**src/rtl/clock_set_ctrl.sv**
```systemverilog
// clock_set_ctrl: run/set mode sequencer for the digital clock.
// Emits field strobes with auto-repeat, inactivity timeout and blink.
module clock_set_ctrl #(
    parameter int unsigned REPEAT_DELAY = 25000000,
    parameter int unsigned REPEAT_RATE  = 10000000,
    parameter int unsigned TIMEOUT_S    = 10
) (
    input  logic       clk,
    input  logic       rst_n,
    input  logic       ena,
    input  logic       btn_mode,
    input  logic       btn_up,
    input  logic       btn_down,
    input  logic       tick_1hz,
    output logic       run_en,
    output logic [1:0] field_sel,
    output logic       inc_pulse,
    output logic       dec_pulse,
    output logic       clr_sec,
    output logic       blink
);

    typedef enum logic [1:0] {
        RUN      = 2'd0,
        SET_HOUR = 2'd1,
        SET_MIN  = 2'd2,
        SET_SEC  = 2'd3
    } state_t;

    localparam int TW = (TIMEOUT_S < 2) ? 1 : $clog2(TIMEOUT_S + 1);
    localparam logic [24:0] RPT_TOP = 25'(REPEAT_DELAY);
    localparam logic [24:0] RPT_RLD = 25'(REPEAT_DELAY - REPEAT_RATE);
    localparam logic [TW-1:0] TO_TOP = TW'(TIMEOUT_S);

    state_t        state_q, state_d;
    logic          prev_mode_q, prev_up_q, prev_down_q;
    logic [24:0]   rpt_q, rpt_d, rpt_inc;
    logic [TW-1:0] idle_q, idle_d, idle_inc;
    logic          blink_q, blink_d;
    logic          run_en_q;
    logic          inc_q, inc_d;
    logic          dec_q, dec_d;
    logic          clr_q, clr_d;

    logic mode_edge, up_edge, dn_edge, any_edge;
    logic one_held, in_set, timeout, rpt_hit;

    assign mode_edge = btn_mode & ~prev_mode_q;
    assign up_edge   = btn_up & ~prev_up_q;
    assign dn_edge   = btn_down & ~prev_down_q;
    assign any_edge  = mode_edge | up_edge | dn_edge;
    assign one_held  = btn_up ^ btn_down;
    assign in_set    = (state_q != RUN);
    assign rpt_inc   = rpt_q + 25'd1;
    assign idle_inc  = idle_q + TW'(1);
    assign timeout   = in_set & tick_1hz & ~any_edge
                     & (idle_inc == TO_TOP);
    assign rpt_hit   = (rpt_inc == RPT_TOP);

    // State register
    always_ff @(posedge clk) begin
        if (!rst_n) begin
            state_q <= RUN;
        end else if (ena) begin
            state_q <= state_d;
        end
    end

    // Next state: mode edge advances, timeout falls back to RUN
    always_comb begin
        state_d = state_q;
        if (mode_edge) begin
            state_d = state_t'(state_q + 2'd1);
        end else if (timeout) begin
            state_d = RUN;
        end
    end

    // Strobe, repeat, inactivity and blink next values
    always_comb begin
        inc_d   = 1'b0;
        dec_d   = 1'b0;
        clr_d   = 1'b0;
        rpt_d   = 25'd0;
        idle_d  = idle_q;
        blink_d = blink_q;
        case (state_q)
            SET_HOUR, SET_MIN: begin
                if (mode_edge || !one_held) begin
                    rpt_d = 25'd0;
                end else if (up_edge || dn_edge) begin
                    inc_d = up_edge;
                    dec_d = dn_edge;
                end else if (rpt_hit) begin
                    rpt_d = RPT_RLD;
                    inc_d = btn_up;
                    dec_d = btn_down;
                end else begin
                    rpt_d = rpt_inc;
                end
            end
            SET_SEC: begin
                clr_d = ~mode_edge & one_held & (up_edge | dn_edge);
            end
            default: begin
                rpt_d = 25'd0;
            end
        endcase
        if (state_d == RUN || any_edge) begin
            idle_d = '0;
        end else if (tick_1hz) begin
            idle_d = idle_inc;
        end
        if (state_d == RUN) begin
            blink_d = 1'b0;
        end else if (state_d == SET_HOUR && state_q != SET_HOUR) begin
            blink_d = 1'b0;
        end else if (tick_1hz) begin
            blink_d = ~blink_q;
        end
    end

    // Registered outputs, counters and button history
    always_ff @(posedge clk) begin
        if (!rst_n) begin
            prev_mode_q <= 1'b1;
            prev_up_q   <= 1'b1;
            prev_down_q <= 1'b1;
            rpt_q       <= 25'd0;
            idle_q      <= '0;
            blink_q     <= 1'b0;
            run_en_q    <= 1'b1;
            inc_q       <= 1'b0;
            dec_q       <= 1'b0;
            clr_q       <= 1'b0;
        end else if (ena) begin
            prev_mode_q <= btn_mode;
            prev_up_q   <= btn_up;
            prev_down_q <= btn_down;
            rpt_q       <= rpt_d;
            idle_q      <= idle_d;
            blink_q     <= blink_d;
            run_en_q    <= (state_d == RUN);
            inc_q       <= inc_d;
            dec_q       <= dec_d;
            clr_q       <= clr_d;
        end else begin
            inc_q <= 1'b0;
            dec_q <= 1'b0;
            clr_q <= 1'b0;
        end
    end

    assign run_en    = run_en_q;
    assign field_sel = state_q;
    assign inc_pulse = inc_q;
    assign dec_pulse = dec_q;
    assign clr_sec   = clr_q;
    assign blink     = blink_q;

endmodule

```
**config.mk**
```make
export PLATFORM = sky130hd
export DESIGN_NAME = clock_set_ctrl
export DESIGN_NICKNAME = d
export VERILOG_FILES = /design/src/rtl/clock_set_ctrl.sv
export SDC_FILE = /design/constraint.sdc
export NUM_CORES = 1
export LEC_CHECK = 0
export CORE_MARGIN = 8
export CORE_UTILIZATION = 62
export CTS_BUF_LIST = sky130_fd_sc_hd__clkbuf_2
export CTS_CLUSTER_DIAMETER = 50
export DETAILED_ROUTE_END_ITERATION = 10
export GPL_TIMING_DRIVEN = 0
export PLACE_DENSITY = 0.82
export SETUP_SLACK_MARGIN = 0.05
export SLEW_MARGIN = 20
export SYNTH_ARGS = -nofsm -noshare
export SYNTH_HDL_FRONTEND = slang
export SYNTH_SLANG_ARGS = --single-unit
```
**constraint.sdc**
```tcl
create_clock -name clk -period 2.6 [get_ports clk]
set_input_delay 0.78 -clock clk [delete_from_list [all_inputs] [get_ports clk]]
set_output_delay 0.78 -clock clk [all_outputs]
set_load 0.1 [all_outputs]
```
==> qor.csv <==
stage;metric;value;unit
layout;regMostFlops;rpt_q;
synthesis;synthesis.nets;328;
drt;avgRoutedWirePerCell;17.0;µm
timing;skew;0.0289;ns
grt;antenna_found_initial;0;
layout;nNetsFinal;355;
layout;layout.cells.most_common_list;31 x nand2_1, 27 x dfxtp_1, 22 x nor2_1;
critical_path;worstReg2RegEnd;rpt_q[7]$_SDFFE_PN0P_;
critical_path;start_kind;register;
timing;period_needed;2.53;ns
clocking;cts.sink_count;39;
drt;vias;2571;
layout;area_growth;18.7;%
synthesis;synth_area_leaders;dfxtp_1 32%, nand2_1 4.9%, nand3_1 4.2%;
placed_design;dp_slack;-0.771;ns
hold_path;hp-class;register to register;
critical_path;r2r_cells;9;
layout;final_cell_count_no_fill;393;
synthesis;netlist_area;2470;µm²
drt;wl;6680;µm
placed_design;globalplace.congestion;0.891;
grt;grt_pass1_vias;2335;
critical_path;r2r-start;rpt_q[0]$_SDFFE_PN0P_;
floorplanning;rows;23;
clocking;postCtsHoldBufs;0;
drt;drc_errors;0;
floorplanning;dieArea;6270;µm²
critical_path;arrival;2.84;ns
clocking;cts_buffer_depth;2;
layout;diodes;0;
drt;routed_via_density;6.54;
timing;post-route-period-util;97.2;%
timing;final-setup-viol-count;0;
hold_path;holdCritStartpoint;prev_down_q$_SDFFE_PN1P_;
synthesis;synth_seq_cells;39;
synthesis;synth_top_area_share;31.6;%
flow_run;cap_violations;0;
synthesis;yosys_warnings;0;
critical_path;worstSetupEndpointType;register;
timing;rsz0062_at_grt;yes;
critical_path;crit_fanout;10;
clocking;cts_tree;built;
clocking;cts_buffers;5;
power_and_ir_drop;power;1220;µW
synthesis;synthArstFlopShare;0;%
power_and_ir_drop;p_leak;0.00109;µW
grt;grt_first_pass_wirelength;10800;µm
run_status;status;finished, final reports clean;
floorplanning;start_util;63.2;%
synthesis;synth_ff_type;dfxtp_1;
floorplanning;coreArea;3910;µm²
drt;postRouteAntennaNets;0;
timing;fin_ws;0.0719;ns
power_and_ir_drop;vdd_drop_max;0.431;mV
layout;largest_register_ffs;25;
timing;finalMaxSlewViolations;0;
clocking;clkTransAtPathRegs;0.20;ns
hold_path;worstHoldPathCells;1;
synthesis;yosysUniqueCellTypes;56;
critical_path;path_buf_inv;1;
timing;finalHoldViolCount;0;
placed_design;place_hpwl;4490;µm
critical_path;crit_family;compound AO/OA/AOI/OAI gates;
layout;layout.cells.most_common;nand2_1;
clocking;clk_latency;0.41;ns
timing;finalSetupTns;0;ns
power_and_ir_drop;power_density;415;nW/µm²
timing;max-slew-margin-rel;35.5;%
floorplanning;ios;14;
hold_path;whs_endpoint;dec_pulse$_SDFF_PP0_;
synthesis;synthCells;315;
floorplanning;die_w;79.2;µm
clocking;cts_root_buffer;clkbuf_2;
floorplanning;die_y;79.2;µm
synthesis;synth_edf_count;0;
clocking;htree_levels;2;
critical_path;critPathRequiredTime;2.91;ns
timing;fmax;396;MHz
critical_path;cp_cell_sequence;ha_2 -> and3_4 -> nand4_1 -> mux2_2 -> a211oi_2 -> nand4_2 -> o21bai_4 -> buf_8 -> a311oi_2;
layout;drive_above_1_share;21.6;%
timing;worst_pin_slew;0.972;ns
critical_path;path_class;register to register;
synthesis;postSynthAreaPerCell;7.85;µm²
grt;grt_max_degree;14;
drt;firstDrtPassIters;5;
placed_design;dp.cells;377;
critical_path;max_stage_delay;0.41;ns
synthesis;yosysTopAreaCell;dfxtp_1;
grt;grt_overflow_total;0;
critical_path;slowest_stage;dfxtp_4;
drt;drtIter0Drc;294;
grt;grtUsageTotal;20.9;%
synthesis;yosysSeqAreaShare;31.6;%
critical_path;r2r_setup_slack;0.07;ns
placed_design;io_buffers;12;
## synthesized netlist by cell type (3+ instances only)
master	instances
a211o_1	3
a211oi_1	4
a21oi_1	16
a221oi_1	5
a22o_2	3
a22oi_1	3
a31oi_1	4
and3_1	10
and4_4	3
buf_2	5
clkbuf_1	12
dfxtp_1	39
ha_1	6
inv_1	17
mux2i_1	4
nand2_1	32
nand3_1	21
nand3b_1	3
nand4_1	10
nor2_1	23
nor3_1	8
nor3b_1	3
nor4_1	8
o21ai_0	20
o31ai_1	6
or3_1	4
xnor2_1	4
xor2_1	4
## what timing repair did
action,CTS,global route
buffers inserted,2,9
endpoints found under the setup margin,28,23
pin swaps,2,6
resized for setup,29,27
## per-stage QoR
stage	hold slack (ns)	utilization, %	cell area (µm²)
final	0.446	75.0	2940
after global routing	0.467	75.0	2940
after detailed placement	0.419	67.9	2660
after global placement	0.413	67.9	2660
after CTS	0.444	71.6	2800
after floorplan	0.403	-	2480
## layout make-up
| class | instances | area, µm² |
|---|---|---|
| Multi-Input combinational cell | 239 | 1600 |
| Clock buffer | 5 | 25.0 |
| Inverter | 18 | 67.6 |
| Sequential cell | 39 | 808 |
| Tap cell | 50 | 62.6 |
| Clock inverter | 3 | 67.6 |
| Fill cell | 305 | 978 |
| Buffer | 16 | 105 |
| Timing Repair Buffer | 23 | 195 |
## layer usage
metal	vias to the layer above	GRT usage [%]	wire [µm]
li1	1231	-	-
met1	1211	25.3	2850
met2	114	34.3	3260
met3	15	4.51	411
met4	0	9.81	152
met5	-	0	0
## worst reg2reg max path: cells and delay by family, from the launching register on
kind / cells / cell delay (ns)
multiplexers: 1 / 0.35
adder cells (fa/ha/maj): 1 / 0.24
flip-flops: 1 / 0.41
AND/OR/NAND/NOR: 3 / 0.59
buffers and inverters: 1 / 0.16
AO/OA/AOI/OAI: 3 / 0.70
## cells by family (layout without fill, tap and decap cells)
kind of cell             after synthesis  count (layout)  share of synthesized area, %
buffers and inverters                 37              65                          6.47
XOR/XNOR                               8               8                          2.83
AO/OA/AOI/OAI                         80              80                          22.9
AND/OR/NAND/NOR                      140             140                          31.1
flip-flops                            39              39                          31.6
multiplexers                           5               5                          2.07
adder cells (fa/ha/maj)                6               6                          3.03
## report_power, final
part	leakage [µW]	internal (µW)	switching, µW
clock network	0.0000492	258	215
registers	0.000323	603	8.33
logic	0.000721	37.3	95.4
total	0.00109	899	318
## worst max-delay path by stage
stage / startpoint / to / slack, ns / depth (start not counted)
floorplan: rpt_q[5]$_SDFFE_PN0P_ / rpt_q[16]$_SDFFE_PN0P_ / 0.19 / 9
global route: rpt_q[0]$_SDFFE_PN0P_ / rpt_q[8]$_SDFFE_PN0P_ / 0.008 / 9
detailed placement: btn_up / rpt_q[19]$_SDFFE_PN0P_ / -0.77 / 8
global placement: btn_up / rpt_q[20]$_SDFFE_PN0P_ / -0.75 / 8
finish: rpt_q[0]$_SDFFE_PN0P_ / rpt_q[7]$_SDFFE_PN0P_ / 0.07 / 9
CTS: rpt_q[14]$_SDFFE_PN0P_ / rpt_q[7]$_SDFFE_PN0P_ / 0.04 / 8
Power figures use the tool's default switching activity.
==> RTL change 1 (same flow settings) <==
The parameter `TIMEOUT_S` goes from 10 to 20.
--- a/src/rtl/clock_set_ctrl.sv
+++ b/src/rtl/clock_set_ctrl.sv
@@ -5,3 +5,3 @@
     parameter int unsigned REPEAT_RATE  = 10000000,
-    parameter int unsigned TIMEOUT_S    = 10
+    parameter int unsigned TIMEOUT_S    = 20
 ) (
Behaviour: no difference found for any inputs over 10 cycles, from zero or initial values and one cycle with rst_n low; that may be too few to reach the edited logic, so the function may still have changed.
==> RTL change 1 against the original RTL <==
The flow now finishes with violations (negative setup slack); core utilization is 4.7 points higher; design area is 7.0% higher; non-clock buffer count is 14 higher; power is 4.1% lower; clock power is 17% lower; worst setup slack worse by 0.11 ns; synthesized area is 1.3% higher; clock skew is 0.0020 ns lower; wire length is 25% higher; sequential cell count is 1 higher; sequential share of layout area is 1.0 points lower; critical path type unchanged; critical endpoint is now rpt_q[12].
==> RTL change 1: results (changes against the original RTL) <==
stage,metric,value,unit,change
status,outcome,finished with violations,,
status,violations,negative setup slack,,
power_and_ir_drop,p_leak,1.18,nW,+8.0%
timing,worst_slack,-0.0385,ns,-0.110 ns
layout,inverters_excl_clock,13,,-5
clock_tree,clk_latency,0.43,ns,+0.02 ns
layout,multi_input_gates,256,,+7.1%
placement,hpwl,4660,um,+3.8%
yosys,synthMuxAreaShare,1.60,%,-0.48 points
yosys,syn_area_per_cell,7.59,um2,-3.3%
layout,seq_area,833,um2,+3.1%
yosys,synth-adder-area-share,3.00,%,-0.039 points
min_path,worst_hold_path_type,flop to flop,,
grt,grt_usage,22.3,%,+1.4 points
layout,drive_above_1_share,24.1,%,+2.5 points
layout,buffers,53,,+36%
layout,clk_share,2.07,%,-1.1 points
grt,grt_pass1_vias,2418,,+3.6%
placement,io_buffers,11,,-1
layout,clockBufferCount,6,,+1
layout,multi_input_comb_area,0.00172,mm2,+7.4%
clock_tree,clock_sinks,40,,+2.6%
power_and_ir_drop,irDropWorstVdd,0.000342,V,-21%
timing,hold-worst-slack,0.473,ns,+0.0267 ns
worst_setup_path,critPathArrivalTime,3.00,ns,+0.16 ns
grt,grt_pass1_wl,11500,um,+6.5%
worst_setup_path,ff2ff_setup_slack,-0.04,ns,-0.11 ns
worst_setup_path,startpoint,rpt_q[10],,
worst_setup_path,cpPeakStageDelay,0.59,ns,+0.18 ns
yosys,synthTopCellsByArea,"dfxtp_1, nand2_1, o21ai_0, nand3_1, nor2_1",,
worst_setup_path,worstRegToRegCells,11,,+2
timing,finalSetupViolCount,5,,+5
detailed_routing,initialDrtViolationCount,499,,+70%
timing,fin_skew,0.0269,ns,-0.00203 ns
yosys,syn-num-nets,343,,+4.6%
grt,grt_max_degree,13,,-1
layout,multi_input_area_share,54.8,%,+0.19 points
detailed_routing,wire_per_inst,19.9,um,+17%
detailed_routing,routed_wl,8340,um,+25%
yosys,synth-seq-area-share,32.0,%,+0.39 points
yosys,netlist_top_cells_count,"nand2_1, dfxtp_1, nor2_1, o21ai_0, nand3_1",,
timing,slew_headroom,35.8,%,+0.36 points
layout,nonClkBufAreaFrac,13.0,%,+2.8 points
placement,dp.cells,391,,+3.7%
layout,nFillCells,280,,-8.2%
worst_setup_path,rr_startpoint,rpt_q[10],,
yosys,synth-compound-area-share,19.5,%,-3.4 points
timing,tns,-0.119,ns,-0.119 ns
placement,place_ws,-0.576,ns,+0.194 ns
worst_setup_path,r2r-end,rpt_q[12],,
worst_setup_path,slowest_stage,or4_4,,
layout,final_nets,382,,+7.6%
clock_tree,clkSlewWorstSetupHoldPaths,0.23,ns,+0.03 ns
detailed_routing,vias,2910,,+13%
placement,place_area,0.00268,mm2,+0.85%
RTL change 1: worst max-delay path by stage:
| stage | end | slack [ns] | cells past startpoint |
|---|---|---|---|
| after floorplan | rpt_q[11] | 0.09 | 9 |
| after global placement | rpt_q[11] | -0.55 | 9 |
| after detailed placement | rpt_q[11] | -0.58 | 9 |
| after CTS | rpt_q[2] | 0.06 | 10 |
| after global routing | rpt_q[12] | -0.08 | 11 |
| final | rpt_q[12] | -0.04 | 11 |
RTL change 1: logic make-up after synthesis:
logic type               Yosys count
adder cells (fa/ha/maj)            6
AND/OR/NAND/NOR                  158
buffers and inverters             35
multiplexers                       4
AO/OA/AOI/OAI                     75
XOR/XNOR                          12
flip-flops                        40
RTL change 1: routing by layer:
metal	global-route usage, %	part of all wire [%]	up-vias
li1	-	-	1276
met1	26.6	36	1325
met2	35.5	48	244
met3	4.62	11	65
met4	14.1	5.1	0
met5	0	0	-
RTL change 1: per-stage QoR:
step                util, %  total power, mW
finish                 79.7             1.17
detailed placement     68.0            0.779
global route           79.7             1.21
floorplan                 -            0.739
CTS                    72.5             1.15
global placement       68.0            0.777
RTL change 1: what timing repair did:
action | in CTS | in global routing
cloned | 1 | 1
hold buffers | 0 | 0
buffers inserted | 6 | 19
setup endpoints to repair | 29 | 24
pin swaps | 6 | 18
gates resized for setup | 31 | 41
RTL change 1: power groups by stage:
stage               clock, mW  sequential [mW]  combinational (mW)
floorplan                   0            0.675              0.0648
global placement            0            0.643               0.134
detailed placement          0            0.644               0.135
CTS                     0.387            0.628               0.138
global route            0.420            0.629               0.159
finish                  0.392            0.627               0.148
RTL change 1: critical path: cells and delay by family, from the launching register on:
kind / cells / cell delay (ns)
AOI/OAI and AO/OA: 4 / 0.74
and+or+nand+nor: 4 / 0.98
DFF: 1 / 0.37
buffers and inverters: 3 / 0.46
==> RTL change 2 (same settings) <==
Without the edit above. Reset style: asynchronous (`rst_n`), changed in 2 clocked blocks.
--- a/src/rtl/clock_set_ctrl.sv
+++ b/src/rtl/clock_set_ctrl.sv
@@ -60,3 +60,3 @@
     // State register
-    always_ff @(posedge clk) begin
+    always_ff @(posedge clk or negedge rst_n) begin
         if (!rst_n) begin
@@ -123,3 +123,3 @@
     // Registered outputs, counters and button history
-    always_ff @(posedge clk) begin
+    always_ff @(posedge clk or negedge rst_n) begin
         if (!rst_n) begin
Function: differs if rst_n is asserted again (counterexample within 4 cycles, from zero or initial values and one cycle with rst_n low); with rst_n held inactive, the same outputs for 10 cycles.
==> RTL change 2 against the original RTL <==
The flow now finishes with violations (negative setup slack); clock skew grew 0.016 ns; wire length grew 35%; critical path depth grew 3; sequential share of layout area grew 1.9 points; via count grew 6.7%; sequential cell count is the same; design area grew 15%; worst setup slack lost 0.17 ns; synthesized area grew 0.15%; first-iteration DRC count grew 15%; highest routed layer unchanged.
Power is not compared: it rests on default switching activity, and its combinational part moved more than twofold at a synthesized area within 25%.
==> RTL change 2: results (changes against the original RTL) <==
stage,metric,value,unit,change
timing,worst_slack,-0.100,ns,-0.172 ns
layout,nonClkBufAreaFrac,16.5,%,+6.3 points
detailed_routing,wire_per_inst,23.4,um,+38%
min_path,worst_hold_path_type,input port to asynchronous set/reset pin,,
grt,grt_usage,22.6,%,+1.7 points
timing,fin_skew,0.0444,ns,+0.0155 ns
layout,seq_area,993,um2,+23%
layout,final_area,0.00338,mm2,+15%
layout,buffers,63,,+62%
detailed_routing,vias,2743,,+6.7%
status,violations,negative setup slack,,
yosys,synth-seq-area-share,39.6,%,+8.0 points
timing,finalSetupViolCount,8,,+8
clock_tree,clk_latency,0.44,ns,+0.03 ns
placement,place_ws,-0.808,ns,-0.0375 ns
layout,clk_share,2.11,%,-1.0 points
layout,seq_cells,39,,unchanged
yosys,ys_types,55,,-1.8%
detailed_routing,routed_wl,9000,um,+35%
placement,place_congestion,0.937,,+5.2%
clock_tree,clkSlewWorstSetupHoldPaths,0.26,ns,+0.06 ns
worst_setup_path,slowest_stage,dfrtp_1,,
status,outcome,finished with violations,,
worst_setup_path,r2r-end,rpt_q[20],,
detailed_routing,dr.pass1.iters,7,,+2
layout,multi_input_area_share,49.1,%,-5.5 points
placement,dp.cells,339,,-10%
grt,grt_max_degree,21,,+7
[RTL change 2: changes by cell type in the layout (fill, tap and decap cells not counted), sizes merged, moves of 7 or more]
cell   change
nor2       -9
inv        -7
buf       +26
a21oi      -7
dfxtp     -39
and3       -9
dfrtp     +35
[RTL change 2: how the worst min path moves through the flow]
stage          cells past startpoint   endpoint       from  slack, ns
2_1_floorplan                      1  idle_q[3]  idle_q[3]       0.47
3_3_place_gp                       2     run_en     run_en       0.48
3_5_place_dp                       2     run_en     run_en       0.49
4_1_cts                            1      blink      rst_n       0.28
5_1_grt                            1  rpt_q[19]      rst_n       0.26
6_report                           1  rpt_q[19]      rst_n       0.26
[RTL change 2: kinds of logic (layout without fill, tap and decap cells)]
group | count (synthesis) | in the layout | share of synthesized area (%)
compound gates | 68 | 68 | 18.7
xor+xnor | 14 | 14 | 4.95
fa+ha+maj | 6 | 6 | 3.03
buf+inv | 23 | 80 | 4.29
flops | 39 | 39 | 39.6
mux | 5 | 5 | 2.22
simple gates | 121 | 122 | 27.2
[RTL change 2: repair_timing]
item | CTS | global route
setup buffers | 24 | 13
cloned | 1 | 1
hold endpoints to repair | 0 | 0
gates resized for setup | 45 | 43
setup endpoints to repair | 32 | 29
pin swaps | 10 | 22
[RTL change 2: power by group through the flow]
stage | logic [mW] | clock network, mW | registers [mW]
after floorplan | 0.157 | 0 | 0.898
after global placement | 0.469 | 0 | 0.713
after detailed placement | 0.480 | 0 | 0.714
after CTS | 0.483 | 0.398 | 0.703
after global routing | 0.565 | 0.429 | 0.718
final | 0.541 | 0.407 | 0.713
[RTL change 2: metal layers]
layer,GRT usage (%),routed length (um),vias up
met3,4.85,956,72
met5,0,0,-
li1,-,-,1126
met4,11.9,499,0
met2,38.1,4230,249
met1,26.2,3320,1296
